### config.mk
export PLATFORM = sky130hd
export DESIGN_NAME = ship_draw
export DESIGN_NICKNAME = d
export VERILOG_FILES = /design/src/rtl/ship_draw.sv
export SDC_FILE = /design/constraint.sdc
export NUM_CORES = 1
export LEC_CHECK = 0
export ABC_CLOCK_PERIOD_IN_PS = 23100
export CORE_ASPECT_RATIO = 0.7
export CORE_MARGIN = 4
export CORE_UTILIZATION = 65
export DETAILED_ROUTE_END_ITERATION = 8
export DONT_BUFFER_PORTS = 1
export PLACE_DENSITY = 0.81
export SLEW_MARGIN = 5
export SYNTH_ARGS = -nofsm -noshare
export SYNTH_HDL_FRONTEND = slang
export SYNTH_SLANG_ARGS = --single-unit
### constraint.sdc
create_clock -name clk -period 23.1 [get_ports clk]
set_input_delay 2.31 -clock clk [delete_from_list [all_inputs] [get_ports clk]]
set_output_delay 2.31 -clock clk [all_outputs]
set_load 0.1 [all_outputs]
### src/rtl/ship_draw.sv
// rtl/ship_draw.sv - battleship board pixel renderer, 3-clk pipeline (optional grid overlay: SHIP_DRAW_GRID_EN)
module ship_draw #(
  parameter int          XPOS       = 64,
  parameter int          YPOS       = 64,
  parameter int          CELLS      = 10,
  parameter logic [11:0] COLOR_SHIP = 12'h888,
  parameter logic [11:0] COLOR_HIT  = 12'hF00,
  parameter logic [11:0] COLOR_MISS = 12'h00F,
  parameter logic [11:0] COLOR_GRID = 12'hFFF
) (
  input  logic        clk,
  input  logic        rst,
  input  logic [10:0] vcount_in,
  input  logic [10:0] hcount_in,
  input  logic        vsync_in,
  input  logic        hsync_in,
  input  logic        vblnk_in,
  input  logic        hblnk_in,
  input  logic [11:0] rgb_in,
  input  logic        cell_we,
  input  logic [3:0]  cell_wx,
  input  logic [3:0]  cell_wy,
  input  logic [1:0]  cell_wstate,
  input  logic        board_clr,
  output logic [6:0]  rom_addr,
  input  logic [31:0] rom_data,
  output logic [10:0] vcount_out,
  output logic [10:0] hcount_out,
  output logic        vsync_out,
  output logic        hsync_out,
  output logic        vblnk_out,
  output logic        hblnk_out,
  output logic [11:0] rgb_out
);

  localparam int          IW    = (CELLS > 1) ? $clog2(CELLS) : 1;
  localparam logic [10:0] X0    = 11'(XPOS);
  localparam logic [10:0] Y0    = 11'(YPOS);
  localparam logic [10:0] SPAN  = 11'(CELLS * 32);
  localparam logic [4:0]  NCELL = 5'(CELLS);

  // cell store, indexed [row][column]
  logic [1:0] cells [CELLS][CELLS];

  logic [10:0] dx, dy;
  logic        in_board;
  logic [1:0]  cur_state;
  logic        wr_ok;

  // stage 1 registers
  logic        s1_in;
  logic [4:0]  s1_col;
  logic [1:0]  s1_state;
  logic [10:0] s1_h, s1_v;
  logic        s1_vs, s1_hs, s1_vb, s1_hb;
  logic [11:0] s1_rgb;

  // stage 2 registers
  logic        s2_in;
  logic [4:0]  s2_col;
  logic [1:0]  s2_state;
  logic [10:0] s2_h, s2_v;
  logic        s2_vs, s2_hs, s2_vb, s2_hb;
  logic [11:0] s2_rgb;

  logic [11:0] pix;
  logic        sel_bit;

`ifdef SHIP_DRAW_GRID_EN
  logic grid_hit;
  logic s1_grid, s2_grid;
`else
  logic unused_color_grid;
  assign unused_color_grid = ^COLOR_GRID;
`endif

  // board geometry and cell lookup; the stored state is read before this edge's write lands
  always_comb begin
    dx        = hcount_in - X0;
    dy        = vcount_in - Y0;
    in_board  = (hcount_in >= X0) && (dx < SPAN) && (vcount_in >= Y0) && (dy < SPAN);
    cur_state = 2'd0;
    if (in_board) begin
      cur_state = cells[dy[5+IW-1:5]][dx[5+IW-1:5]];
    end
    wr_ok = cell_we && ({1'b0, cell_wx} < NCELL) && ({1'b0, cell_wy} < NCELL);
  end

`ifdef SHIP_DRAW_GRID_EN
  // grid lines fall on the first pixel row/column of each cell
  always_comb begin
    grid_hit = in_board && ((dx[4:0] == 5'd0) || (dy[4:0] == 5'd0));
  end
`endif

  // cell array: clear has priority over a simultaneous write
  always_ff @(posedge clk or posedge rst) begin
    if (rst) begin
      for (int i = 0; i < CELLS; i++) begin
        for (int j = 0; j < CELLS; j++) begin
          cells[i][j] <= 2'd0;
        end
      end
    end else if (board_clr) begin
      for (int i = 0; i < CELLS; i++) begin
        for (int j = 0; j < CELLS; j++) begin
          cells[i][j] <= 2'd0;
        end
      end
    end else if (wr_ok) begin
      cells[cell_wy[IW-1:0]][cell_wx[IW-1:0]] <= cell_wstate;
    end
  end

  // stage 1: sprite address plus first copy of the pixel context
  always_ff @(posedge clk or posedge rst) begin
    if (rst) begin
      rom_addr <= 7'd0;
      s1_in    <= 1'b0;
      s1_col   <= 5'd0;
      s1_state <= 2'd0;
      s1_h     <= 11'd0;
      s1_v     <= 11'd0;
      s1_vs    <= 1'b0;
      s1_hs    <= 1'b0;
      s1_vb    <= 1'b0;
      s1_hb    <= 1'b0;
      s1_rgb   <= 12'd0;
    end else begin
      rom_addr <= {cur_state, 1'b0, dy[4:1]};
      s1_in    <= in_board;
      s1_col   <= dx[4:0];
      s1_state <= cur_state;
      s1_h     <= hcount_in;
      s1_v     <= vcount_in;
      s1_vs    <= vsync_in;
      s1_hs    <= hsync_in;
      s1_vb    <= vblnk_in;
      s1_hb    <= hblnk_in;
      s1_rgb   <= rgb_in;
    end
  end

  // stage 2: context held in step with the ROM's own output register
  always_ff @(posedge clk or posedge rst) begin
    if (rst) begin
      s2_in    <= 1'b0;
      s2_col   <= 5'd0;
      s2_state <= 2'd0;
      s2_h     <= 11'd0;
      s2_v     <= 11'd0;
      s2_vs    <= 1'b0;
      s2_hs    <= 1'b0;
      s2_vb    <= 1'b0;
      s2_hb    <= 1'b0;
      s2_rgb   <= 12'd0;
    end else begin
      s2_in    <= s1_in;
      s2_col   <= s1_col;
      s2_state <= s1_state;
      s2_h     <= s1_h;
      s2_v     <= s1_v;
      s2_vs    <= s1_vs;
      s2_hs    <= s1_hs;
      s2_vb    <= s1_vb;
      s2_hb    <= s1_hb;
      s2_rgb   <= s1_rgb;
    end
  end

`ifdef SHIP_DRAW_GRID_EN
  // grid flag rides the same pipeline as the pixel it belongs to
  always_ff @(posedge clk or posedge rst) begin
    if (rst) begin
      s1_grid <= 1'b0;
      s2_grid <= 1'b0;
    end else begin
      s1_grid <= grid_hit;
      s2_grid <= s1_grid;
    end
  end
`endif

  // colour select: sprite bit 31 is the leftmost pixel of the line
  always_comb begin
    pix     = s2_rgb;
    sel_bit = rom_data[~s2_col];
    if (s2_in && !s2_vb && !s2_hb) begin
      if (sel_bit) begin
        case (s2_state)
          2'd1:    pix = COLOR_SHIP;
          2'd2:    pix = COLOR_HIT;
          2'd3:    pix = COLOR_MISS;
          default: pix = s2_rgb;
        endcase
      end
`ifdef SHIP_DRAW_GRID_EN
      if (s2_grid) begin
        pix = COLOR_GRID;
      end
`endif
    end
  end

  // stage 3: registered outputs
  always_ff @(posedge clk or posedge rst) begin
    if (rst) begin
      hcount_out <= 11'd0;
      vcount_out <= 11'd0;
      vsync_out  <= 1'b0;
      hsync_out  <= 1'b0;
      vblnk_out  <= 1'b0;
      hblnk_out  <= 1'b0;
      rgb_out    <= 12'd0;
    end else begin
      hcount_out <= s2_h;
      vcount_out <= s2_v;
      vsync_out  <= s2_vs;
      hsync_out  <= s2_hs;
      vblnk_out  <= s2_vb;
      hblnk_out  <= s2_hb;
      rgb_out    <= pix;
    end
  end

endmodule
==> results of run 1 <==
==> worst max-delay path, stage by stage <==
cell                        delay (ps)
sky130_fd_sc_hd__inv_1             330
sky130_fd_sc_hd__ha_1              340
sky130_fd_sc_hd__xor2_1            920
sky130_fd_sc_hd__nand2_1           360
sky130_fd_sc_hd__o2111ai_1         340
sky130_fd_sc_hd__a211o_1           160
sky130_fd_sc_hd__nand4b_1          100
sky130_fd_sc_hd__o32ai_1           290
==> flip-flops by register name, indices dropped and copies added (netlist names), 2 cells and up <==
name / cells
cells: 200
rgb_out: 12
s1_rgb: 12
s2_rgb: 12
hcount_out: 11
s1_h: 11
s1_v: 11
s2_h: 11
s2_v: 11
vcount_out: 11
s2_state: 2
==> where the power goes <==
part / switching (mW) / total (mW) / internal, mW
logic: 0.0299 / 0.0457 / 0.0158
registers: 0.0334 / 0.603 / 0.570
clock network: 0.212 / 0.480 / 0.268
total: 0.275 / 1.13 / 0.853
==> area by class of cell <==
type,instances,area [um2]
diodes,2,5.00
fillers,1463,5980
well taps,276,345
multi-input cells,865,5690
clock buffers,37,796
inverters,8,37.5
repair buffers,10,75.1
clock inverters,15,150
flip-flops and latches,320,8010
==> logic make-up (layout without fill, tap and decap cells) <==
kind of cell / after synthesis / count (layout)
muxes: 191 / 191
xor gates and xnor gates: 4 / 4
other: 1 / 3
buffers and inverters: 113 / 70
adders and majority gates: 6 / 6
AOI/OAI and AO/OA: 260 / 260
and+or+nand+nor: 403 / 403
DFF: 320 / 320
==> through the flow <==
step | setup WS [ps] | total power [mW]
after global routing | 18140 | 1.16
final | 18390 | 1.13
after detailed placement | 17910 | 0.660
after global placement | 18020 | 0.658
after CTS | 18450 | 1.13
after floorplan | 11930 | 0.663
==> layer usage <==
layer,GRT usage [%],up-vias,wire (um)
met3,7.46,81,3660
li1,-,4378,-
met5,0,-,14
met1,43.0,4932,14600
met4,7.27,2,926
met2,43.6,498,16000
==> placed cells by master, fill, tap and decap left out, types with 8 or more instances in the layout <==
cell type and count:
sky130_fd_sc_hd__mux4_2 42, sky130_fd_sc_hd__nand3_1 16, sky130_fd_sc_hd__nor2b_1 10, sky130_fd_sc_hd__dfrtp_1 320
sky130_fd_sc_hd__clkbuf_16 29, sky130_fd_sc_hd__mux2_2 14, sky130_fd_sc_hd__buf_4 10, sky130_fd_sc_hd__mux2i_1 130
sky130_fd_sc_hd__nor3_1 8, sky130_fd_sc_hd__a21oi_1 118, sky130_fd_sc_hd__o21ai_0 108, sky130_fd_sc_hd__nand2b_1 8
sky130_fd_sc_hd__nand2_1 151, sky130_fd_sc_hd__nor2_1 189
==> path summary, 6_finish.rpt <==
kind                         startpoint           to  slack, ps  cells after the start
max in group asynchronous           rst      s2_h[1]      19120                      3
max                        vcount_in[6]  rom_addr[6]      18390                      8
min reg2reg                   s1_rgb[0]    s2_rgb[0]        340                      0
min                           s1_rgb[0]    s2_rgb[0]        340                      0
min in group asynchronous           rst      s1_v[2]       1710                      1
max reg2reg                     s2_h[0]   rgb_out[9]      20390                      6
==> out/qor.log, run 1 <==
INFO  sta            timing_worst_slew_pin_value=1170ps
INFO  yosys          synth.cell_area=14200um2
INFO  yosys          netlist.area_leader.share=56.6%
INFO  clock_tree     clkSlewWorstSetupHoldPaths=70ps
INFO  yosys          postSynth.asyncResetShare=100%
INFO  layout         stdcell_count=1533
INFO  layout         syn2layout_area_growth=6.70%
INFO  hold_path      worstHoldPathType=register to register
INFO  yosys          synth.ff_latch_count=320
INFO  floorplanning  core-area=21100um2
INFO  clock_tree     ctsResizeCount=0
INFO  clock_tree     inserted_clock_buffers=29
INFO  worst_setup_path timing.setup.critical_path_class=input port to register
INFO  floorplanning  die_height=131um
INFO  layout         final_design_area_no_fill=15100um2
INFO  pwr            leakage=6.66nW
INFO  worst_setup_path timing.critical_path.to_type=register
INFO  worst_setup_path cp.arrival=5160ps
INFO  clock_tree     root_buffer=sky130_fd_sc_hd__clkbuf_16
INFO  yosys          synth.top_cells.by_area=sky130_fd_sc_hd__dfrtp_1, sky130_fd_sc_hd__mux2i_1, sky130_fd_sc_hd__mux4_2
INFO  job            max_capacitance_violation_total=0
INFO  global_route   largest_net_degree_at_the_start_of_global_routing=201
INFO  yosys          ys_warn_count=0
INFO  yosys          per_instance_average_area_after_synthesis=10.9um2
INFO  floorplanning  start_util=67.1%
INFO  sta            slew-limit-headroom=21.8%
INFO  clock_tree     cts_tree=yes
INFO  clock_tree     cts_max_level=1
INFO  yosys          synth_top_family_by_area=multiplexers
INFO  yosys          synthFlopType=sky130_fd_sc_hd__dfrtp_1
INFO  floorplanning  die_x=184um
INFO  sta            finalCriticalPeriod=4710ps
INFO  layout         fin_nets=1324
INFO  floorplanning  design.portCount=129
INFO  clock_tree     cts_setup_buffers=0
INFO  clock_tree     clock_sink_total=320
INFO  drt            routedWlPerCell=22.9um
INFO  sta            finalMaxSlewViolations=0
INFO  drt            detailedRoute.firstIterationViolations=980
INFO  sta            rsz0062_at_grt=false
INFO  worst_setup_path critical_path.max_fanout=35
INFO  yosys          synth-adder-area-share=0.530%
INFO  yosys          muxShareOfSynthArea=17.5%
INFO  clock_tree     insertion_delay=550ps
INFO  global_route   number_of_global_route_vias_before_repair=9873
INFO  yosys          post_synth_most_frequent_cells=sky130_fd_sc_hd__dfrtp_1, sky130_fd_sc_hd__nor2_1, sky130_fd_sc_hd__nand2_1
INFO  drt            drc=0
INFO  yosys          yosys.cell_types.count=53
INFO  placement      finalWeightedCongestion=0.952
INFO  yosys          netlist_instances=1298
INFO  placement      placement.io_buffers=0
INFO  sta            min_period_over_period=20.4%
INFO  layout         final_util=71.6%
INFO  yosys          synthesis.nets=1388
INFO  sta            fin_tns_setup=0ps
INFO  sta            worst_clock_skew=18.1ps
INFO  global_route   grt.overflow.total=0
INFO  placement      place.detailed.hpwl=21900um
INFO  status         outcome=finished clean
INFO  global_route   global_route_usage_sum=29.0%
INFO  floorplanning  fp.dieArea=24200um2
INFO  sta            holdWs=343ps
INFO  pwr            power_density=74.7nW/um2
INFO  yosys          yosys.cell_count.top_type=sky130_fd_sc_hd__dfrtp_1
INFO  placement      dpl.cell_count=1479
INFO  yosys          synth_compound_gate_area_share=9.93%
INFO  clock_tree     cts-hold-fix-buffers=0
INFO  global_route   grt_antenna_before_repair=3
INFO  floorplanning  fp-row-count=44
INFO  worst_setup_path startpoint_type=input port
INFO  sta            hold_viol=0
INFO  yosys          yosysSeqAreaShare=56.6%
INFO  placement      placedInstanceArea=14200um2
INFO  drt            final_antenna_net_count=0
INFO  drt            routed-via-count=9891
INFO  sta            finalSetupViolCount=0
INFO  clock_tree     max-clock-path-buffers=3
INFO  yosys          synth-simple-area-share=11.9%
INFO  pwr            worst_ir_drop_vdd=0.0575mV
INFO  worst_setup_path timing.critical_path.required=23550ps
INFO  yosys          netlist.top_cell.by_area=sky130_fd_sc_hd__dfrtp_1
INFO  yosys          synthXorXnorAreaFrac=0.247%
INFO  yosys          synth_edf_count=0
INFO  drt            drt_first_pass_iters=7
INFO  global_route   grt_pass1_wl=56100um
INFO  sta            clock.fmax=212MHz
INFO  layout         post_route_cells_drive_above_1_share=10.1%
INFO  drt            via_per_inst=6.45
INFO  drt            route.final.wire_length=35200um
Power figures use the tool's default switching activity.
==> run 2, diff against run 1 <==
--- a/config.mk
+++ b/config.mk
@@ -5,13 +5,13 @@
 export SDC_FILE = /design/constraint.sdc
 export NUM_CORES = 1
 export LEC_CHECK = 0
-export ABC_CLOCK_PERIOD_IN_PS = 23100
+export ABC_CLOCK_PERIOD_IN_PS = 4200
 export CORE_ASPECT_RATIO = 0.7
 export CORE_MARGIN = 4
-export CORE_UTILIZATION = 65
+export CORE_UTILIZATION = 57
 export DETAILED_ROUTE_END_ITERATION = 8
 export DONT_BUFFER_PORTS = 1
-export PLACE_DENSITY = 0.81
+export PLACE_DENSITY = 0.75
 export SLEW_MARGIN = 5
 export SYNTH_ARGS = -nofsm -noshare
 export SYNTH_HDL_FRONTEND = slang
==> constraint.sdc (replaced) <==
create_clock -name clk -period 4.2 [get_ports clk]
set_input_delay 0.42 -clock clk [delete_from_list [all_inputs] [get_ports clk]]
set_output_delay 0.42 -clock clk [all_outputs]
set_load 0.1 [all_outputs]
==> run 2 against run 1 <==
Against the previous run:
- the run now ends with negative hold slack left
- combinational power rose to 7.2 times the previous value
- register-to-register slack worse by 19000 ps
- clock power rose to 5.6 times the previous value
- flip-flop and latch count unchanged
- critical endpoint is now rgb_out[8]
- largest power group unchanged
==> out/qor.log, run 2 (synthesized netlist as in run 1, its figures left out) <==
INFO  sta            final_critical_path_setup_slack=1460ps
INFO  sta            finalMaxSlewViolations=0
INFO  layout         stdcell_count=1619
INFO  job            max_capacitance_violation_total=0
INFO  placement      dpl.cell_count=1523
INFO  drt            via_per_inst=6.21
INFO  status         violated_checks=negative hold slack
INFO  worst_setup_path critical_path.reg2reg.endpoint=rgb_out[8]
INFO  placement      place_worst_setup_slack=1050ps
INFO  placement      finalWeightedCongestion=0.934
INFO  layout         num_antenna_cells=0
INFO  worst_setup_path startpoint_type=register
INFO  layout         syn2layout_area_growth=10.6%
INFO  worst_setup_path reg2regPathDepth=6
INFO  pwr            totalPowerFinal=6.34mW
INFO  placement      place.detailed.hpwl=22600um
INFO  clock_tree     insertion_delay=550ps
INFO  sta            hold_viol=15
INFO  placement      placedInstanceArea=14200um2
INFO  layout         fin_nets=1369
INFO  pwr            worst_ir_drop_vdd=0.363mV
INFO  layout         final_design_area_no_fill=15700um2
INFO  worst_setup_path timing.critical_path.buf_inv=1
INFO  pwr            sequentialPowerShare=52.4%
INFO  worst_setup_path critPathMaxStageDelay=650ps
INFO  hold_path      worstHoldPathType=input port to async pin
INFO  pwr            share_clk_of_total_power=42.4%
INFO  global_route   grt_pass1_wl=58700um
INFO  layout         final_cell_mix=sky130_fd_sc_hd__dfrtp_1, sky130_fd_sc_hd__nor2_1, sky130_fd_sc_hd__nand2_1, sky130_fd_sc_hd__mux2i_1, sky130_fd_sc_hd__a21oi_1
INFO  sta            holdWs=-56.8ps
INFO  layout         multi_input_comb_area=5690um2
INFO  clock_tree     cts_tree=yes
INFO  sta            rsz0062_at_grt=false
INFO  drt            routed-via-count=10100
INFO  layout         seq_area=8010um2
INFO  sta            worst_clock_skew=7.91ps
INFO  floorplanning  core-area=24100um2
INFO  drt            drc=0
INFO  floorplanning  die_x=196um
INFO  worst_setup_path path_cells=mux4_2 -> mux4_2 -> mux2i_1 -> nor4_2 -> buf_4 -> mux2_4
INFO  layout         post_route_cells_drive_above_1_share=10.1%
INFO  layout         top_register=cells
INFO  global_route   largest_net_degree_at_the_start_of_global_routing=201
INFO  global_route   global_route_usage_sum=27.1%
INFO  floorplanning  die_height=140um
INFO  sta            min_period_over_period=65.3%
INFO  drt            route.final.wire_length=36800um
INFO  worst_setup_path crit_family=multiplexers
INFO  layout         fill_cells=1831
INFO  drt            routedWlPerCell=22.8um
INFO  sta            clock.fmax=365MHz
INFO  layout         largest_register_ffs=200
INFO  worst_setup_path cp.arrival=3180ps
INFO  status         outcome=finished, violations left
INFO  pwr            pwr-share-comb=5.2%
INFO  clock_tree     clock_sink_total=320
INFO  sta            finalCriticalPeriod=2740ps
INFO  global_route   grt.overflow.total=0
INFO  pwr            power.net_switching=1.55mW
INFO  clock_tree     clkSlewWorstSetupHoldPaths=70ps
INFO  pwr            power_density=405nW/um2
INFO  sta            finalSetupViolCount=0
INFO  floorplanning  start_util=58.9%
INFO  clock_tree     inserted_clock_buffers=29
INFO  sta            slew-limit-headroom=33.7%
INFO  pwr            leakage=6.88nW
INFO  drt            detailedRoute.firstIterationViolations=1272
INFO  worst_setup_path timing.critical_path.to_type=register
INFO  clock_tree     cts_max_level=1
INFO  worst_setup_path timing.critical_path.required=4640ps
INFO  worst_setup_path cp_common_cell=sky130_fd_sc_hd__mux4_2
INFO  sta            timing_worst_slew_pin_value=995ps
INFO  clock_tree     root_buffer=sky130_fd_sc_hd__clkbuf_16
INFO  floorplanning  fp.dieArea=27500um2
INFO  global_route   number_of_global_route_vias_before_repair=9922
INFO  layout         most_common_cell_after_layout_fill_and_taps_aside=sky130_fd_sc_hd__dfrtp_1
INFO  worst_setup_path timing.setup.critical_path_class=register to register
INFO  placement      placement.io_buffers=0
INFO  drt            drt_first_pass_iters=6
INFO  worst_setup_path critical_path.reg2reg.startpoint=s2_h[0]
INFO  floorplanning  design.portCount=129
INFO  worst_setup_path reg2reg_setup_slack=1460ps
INFO  clock_tree     max-clock-path-buffers=3
INFO  worst_setup_path slowest_stage=sky130_fd_sc_hd__dfrtp_1
INFO  pwr            sw_frac_of_total=24.4%
INFO  drt            final_antenna_net_count=0
INFO  worst_setup_path critical_path.max_fanout=13
INFO  pwr            intPower=4.80mW
INFO  floorplanning  fp-row-count=47
INFO  global_route   grt_antenna_before_repair=0
-- run 2: power groups by stage --
| stage | combinational (mW) | clock (mW) | sequential [mW] |
|---|---|---|---|
| 2_1_floorplan | 0.291 | 0 | 3.35 |
| 4_1_cts | 0.331 | 2.73 | 3.32 |
| 5_1_grt | 0.360 | 2.87 | 3.32 |
| 6_report | 0.331 | 2.69 | 3.32 |
| 3_3_place_gp | 0.254 | 0 | 3.38 |
| 3_5_place_dp | 0.258 | 0 | 3.38 |
-- run 2: timing repair --
action / 4_1_cts / 5_1_grt
hold buffers: 43 / 0
gates resized for setup: 0 / 0
buffers inserted: 0 / 0
endpoints found under the hold margin: 238 / 0
-- run 2: final cells by class --
type                       instances  area share [%]
clock buffer                      38            5.17
tap                              318            2.54
inverter                           8           0.216
multi-input combinational        865            36.3
clock inverter                    15            1.01
timing repair buffer              55            3.60
sequential                       320            51.1
-- run 2: worst max path at each step --
stage | start | to | slack [ps] | cells after the start
detailed placement | vcount_in[6] | rom_addr[6] | 1050 | 8
global route | s2_h[0] | rgb_out[8] | 1300 | 6
floorplan | rst | cells[0] | -490 | 1
CTS | s2_h[0] | rgb_out[0] | 1460 | 6
finish | s2_h[0] | rgb_out[8] | 1460 | 6
global placement | vcount_in[6] | s1_state[0] | 1110 | 8
-- run 2: per-layer routing --
layer	up-vias	share of wire (%)	GRT usage [%]	wire length (um)
met5	-	0	0	0
li1	4444	-	-	-
met1	5143	44	41.8	16400
met3	60	7.8	5.48	2890
met4	0	2.1	5.40	756
met2	409	46	40.5	16800
-- run 2: stage by stage --
stage	setup TNS, ps	utilization (%)
6_report	0	65.1
3_5_place_dp	0	59.2
4_1_cts	0	65.1
3_3_place_gp	0	59.2
5_1_grt	0	65.1
2_1_floorplan	-155780	-
==> run 3, diff against run 2 <==
--- a/config.mk
+++ b/config.mk
@@ -5,7 +5,7 @@
 export SDC_FILE = /design/constraint.sdc
 export NUM_CORES = 1
 export LEC_CHECK = 0
-export ABC_CLOCK_PERIOD_IN_PS = 4200
+export ABC_CLOCK_PERIOD_IN_PS = 2300
 export CORE_ASPECT_RATIO = 0.7
 export CORE_MARGIN = 4
 export CORE_UTILIZATION = 57
==> constraint.sdc (replaced) <==
create_clock -name clk -period 2.3 [get_ports clk]
set_input_delay 0.23 -clock clk [delete_from_list [all_inputs] [get_ports clk]]
set_output_delay 0.23 -clock clk [all_outputs]
set_load 0.1 [all_outputs]
==> run 3 against run 2 <==
Against the previous run:
- the flow finishes with violations (negative setup slack)
- worst setup slack got worse by 1700 ps
- cell area rose by 7.8%
- critical endpoint is now rgb_out[9]
- routed wire length rose by 5.9%
==> out/qor.log, run 3 (synthesized netlist as in run 1, its figures left out) <==
INFO  floorplanning  die_x=196um
INFO  layout         most_common_cell_after_layout_fill_and_taps_aside=sky130_fd_sc_hd__dfrtp_1
INFO  worst_setup_path timing.critical_path.to_type=register
INFO  floorplanning  fp-row-count=47
INFO  clock_tree     cts_tree=yes
INFO  sta            rsz0062_at_grt=true
INFO  clock_tree     inserted_clock_buffers=30
INFO  global_route   grt_pass1_wl=62000um
INFO  sta            slew-limit-headroom=37.8%
INFO  sta            min_period_over_period=109%
INFO  worst_setup_path timing.critical_path.required=2740ps
INFO  drt            drt_first_pass_iters=6
INFO  worst_setup_path slowest_stage=sky130_fd_sc_hd__mux4_2
INFO  layout         syn2layout_area_growth=19.2%
INFO  sta            finalMaxSlewViolations=0
INFO  sta            hold_viol=0
INFO  worst_setup_path timing.setup.critical_path_class=register to register
INFO  pwr            pwr-share-comb=6.0%
INFO  sta            timing_worst_slew_pin_value=934ps
INFO  sta            finalSetupViolCount=12
INFO  worst_setup_path reg2regPathDepth=7
INFO  placement      place.detailed.hpwl=22000um
INFO  pwr            sw_frac_of_total=24.5%
INFO  status         outcome=finished, violations left
INFO  layout         num_antenna_cells=0
INFO  clock_tree     cts_max_level=1
INFO  placement      finalWeightedCongestion=0.890
INFO  pwr            intPower=8.93mW
INFO  clock_tree     clock_sink_total=320
INFO  drt            detailedRoute.firstIterationViolations=1188
INFO  global_route   number_of_global_route_vias_before_repair=11000
INFO  layout         final_util=70.2%
INFO  layout         post_route_cells_drive_above_1_share=11.7%
INFO  worst_setup_path startpoint_type=register
INFO  drt            via_per_inst=6.23
INFO  pwr            power.net_switching=2.90mW
INFO  global_route   largest_net_degree_at_the_start_of_global_routing=118
INFO  layout         fin_nets=1481
INFO  floorplanning  fp.dieArea=27500um2
INFO  global_route   grt.overflow.total=0
INFO  clock_tree     root_buffer=sky130_fd_sc_hd__clkbuf_16
INFO  hold_path      worst_hold_path.num_cells=3
INFO  clock_tree     max-clock-path-buffers=3
INFO  pwr            sequentialPowerShare=51.2%
INFO  drt            drc=0
INFO  pwr            worst_ir_drop_vdd=0.697mV
INFO  drt            final_antenna_net_count=0
INFO  floorplanning  core-area=24100um2
INFO  pwr            leakage=7.66nW
INFO  floorplanning  design.portCount=129
INFO  drt            routedWlPerCell=22.5um
INFO  hold_path      worstHoldPathType=input port to register
INFO  global_route   grt_antenna_before_repair=0
INFO  job            max_capacitance_violation_total=0
INFO  worst_setup_path critPathMaxStageDelay=540ps
INFO  worst_setup_path critical_path.max_fanout=11
INFO  placement      place_worst_setup_slack=-147ps
INFO  drt            routed-via-count=10800
INFO  layout         fill_cells=1631
INFO  floorplanning  die_height=140um
INFO  sta            final_critical_path_setup_slack=-210ps
INFO  placement      placement.io_buffers=0
INFO  layout         largest_register_ffs=200
INFO  layout         final_cell_mix=sky130_fd_sc_hd__dfrtp_1, sky130_fd_sc_hd__nor2_1, sky130_fd_sc_hd__nand2_1, sky130_fd_sc_hd__mux2i_1, sky130_fd_sc_hd__dlygate4sd3_1
INFO  sta            worst_clock_skew=17.1ps
INFO  layout         top_register=cells
INFO  drt            route.final.wire_length=39000um
INFO  pwr            power_density=701nW/um2
INFO  sta            clock.fmax=398MHz
INFO  pwr            share_clk_of_total_power=42.8%
INFO  worst_setup_path cp.arrival=2950ps
INFO  pwr            totalPowerFinal=11.8mW
INFO  worst_setup_path path_cells=buf_12 -> mux4_2 -> mux4_2 -> mux2i_4 -> nor4_4 -> buf_12 -> mux2_4
INFO  clock_tree     insertion_delay=570ps
INFO  sta            finalCriticalPeriod=2510ps
INFO  status         violated_checks=negative setup slack
INFO  sta            holdWs=12.4ps
INFO  clock_tree     clkSlewWorstSetupHoldPaths=70ps
INFO  global_route   global_route_usage_sum=28.5%
INFO  floorplanning  start_util=58.9%
-- run 3: metal layers --
metal	track usage [%]	vias to the layer above	share of wire, %
met1	41.2	5406	41
met2	43.1	584	46
li1	-	4686	-
met4	8.45	0	3.2
met5	0	-	0
met3	7.54	110	10
-- run 3: power by group through the flow --
stage                     Sequential (mW)  Clock [mW]  Combinational [mW]
after CTS                            6.05        5.12               0.703
after global routing                 6.06        5.37               0.766
after detailed placement             6.16           0               0.539
after floorplan                      6.12           0               0.554
after global placement               6.15           0               0.529
final                                6.05        5.07               0.712
-- run 3: worst paths after layout --
check / startpoint / end / slack [ps]
setup / recovery: s2_h[0] / rgb_out[9] / -210
hold / removal: hcount_in[5] / rom_addr[6] / 10
setup reg to reg: s2_h[0] / rgb_out[9] / -210
hold reg to reg: s1_rgb[1] / s2_rgb[1] / 330
max in group asynchronous: rst / s2_v[9] / 1400
min in group asynchronous: rst / s2_v[5] / 60
-- run 3: metrics by stage --
stage	setup TNS [ps]	cells	instance area [um2]
global route	-2420	1731	16900
finish	-1840	1731	16900
CTS	-1250	1731	16900
floorplan	-703090	1298	14300
detailed placement	-1160	1550	14500
global placement	-382	1550	14500
-- run 3: area by class of cell --
class	instances	area [um2]	area share, %
sequential	320	8010	47.4
multi-input combinational	865	5730	34.0
timing repair buffer	166	1700	10.1
clock buffer	44	905	5.36
tap	318	398	2.36
clock inverter	10	106	0.630
inverter	8	33.8	0.200
-- run 3: what timing repair did --
| action | CTS | global route |
|---|---|---|
| hold buffers | 126 | 0 |
| buffers inserted | 1 | 1 |
| pin swaps | 0 | 0 |
| resized for setup | 5 | 0 |
| endpoints found under the hold margin | 446 | 0 |
| gates cloned | 1 | 0 |
| endpoints found under the setup margin | 12 | 12 |
-- run 3: critical path, delay by kind of cell (launching register included) --
family	cells	cell delay, ps
muxes	4	1560
and+or+nand+nor	1	60
buffers and inverters	2	290
DFF	1	450
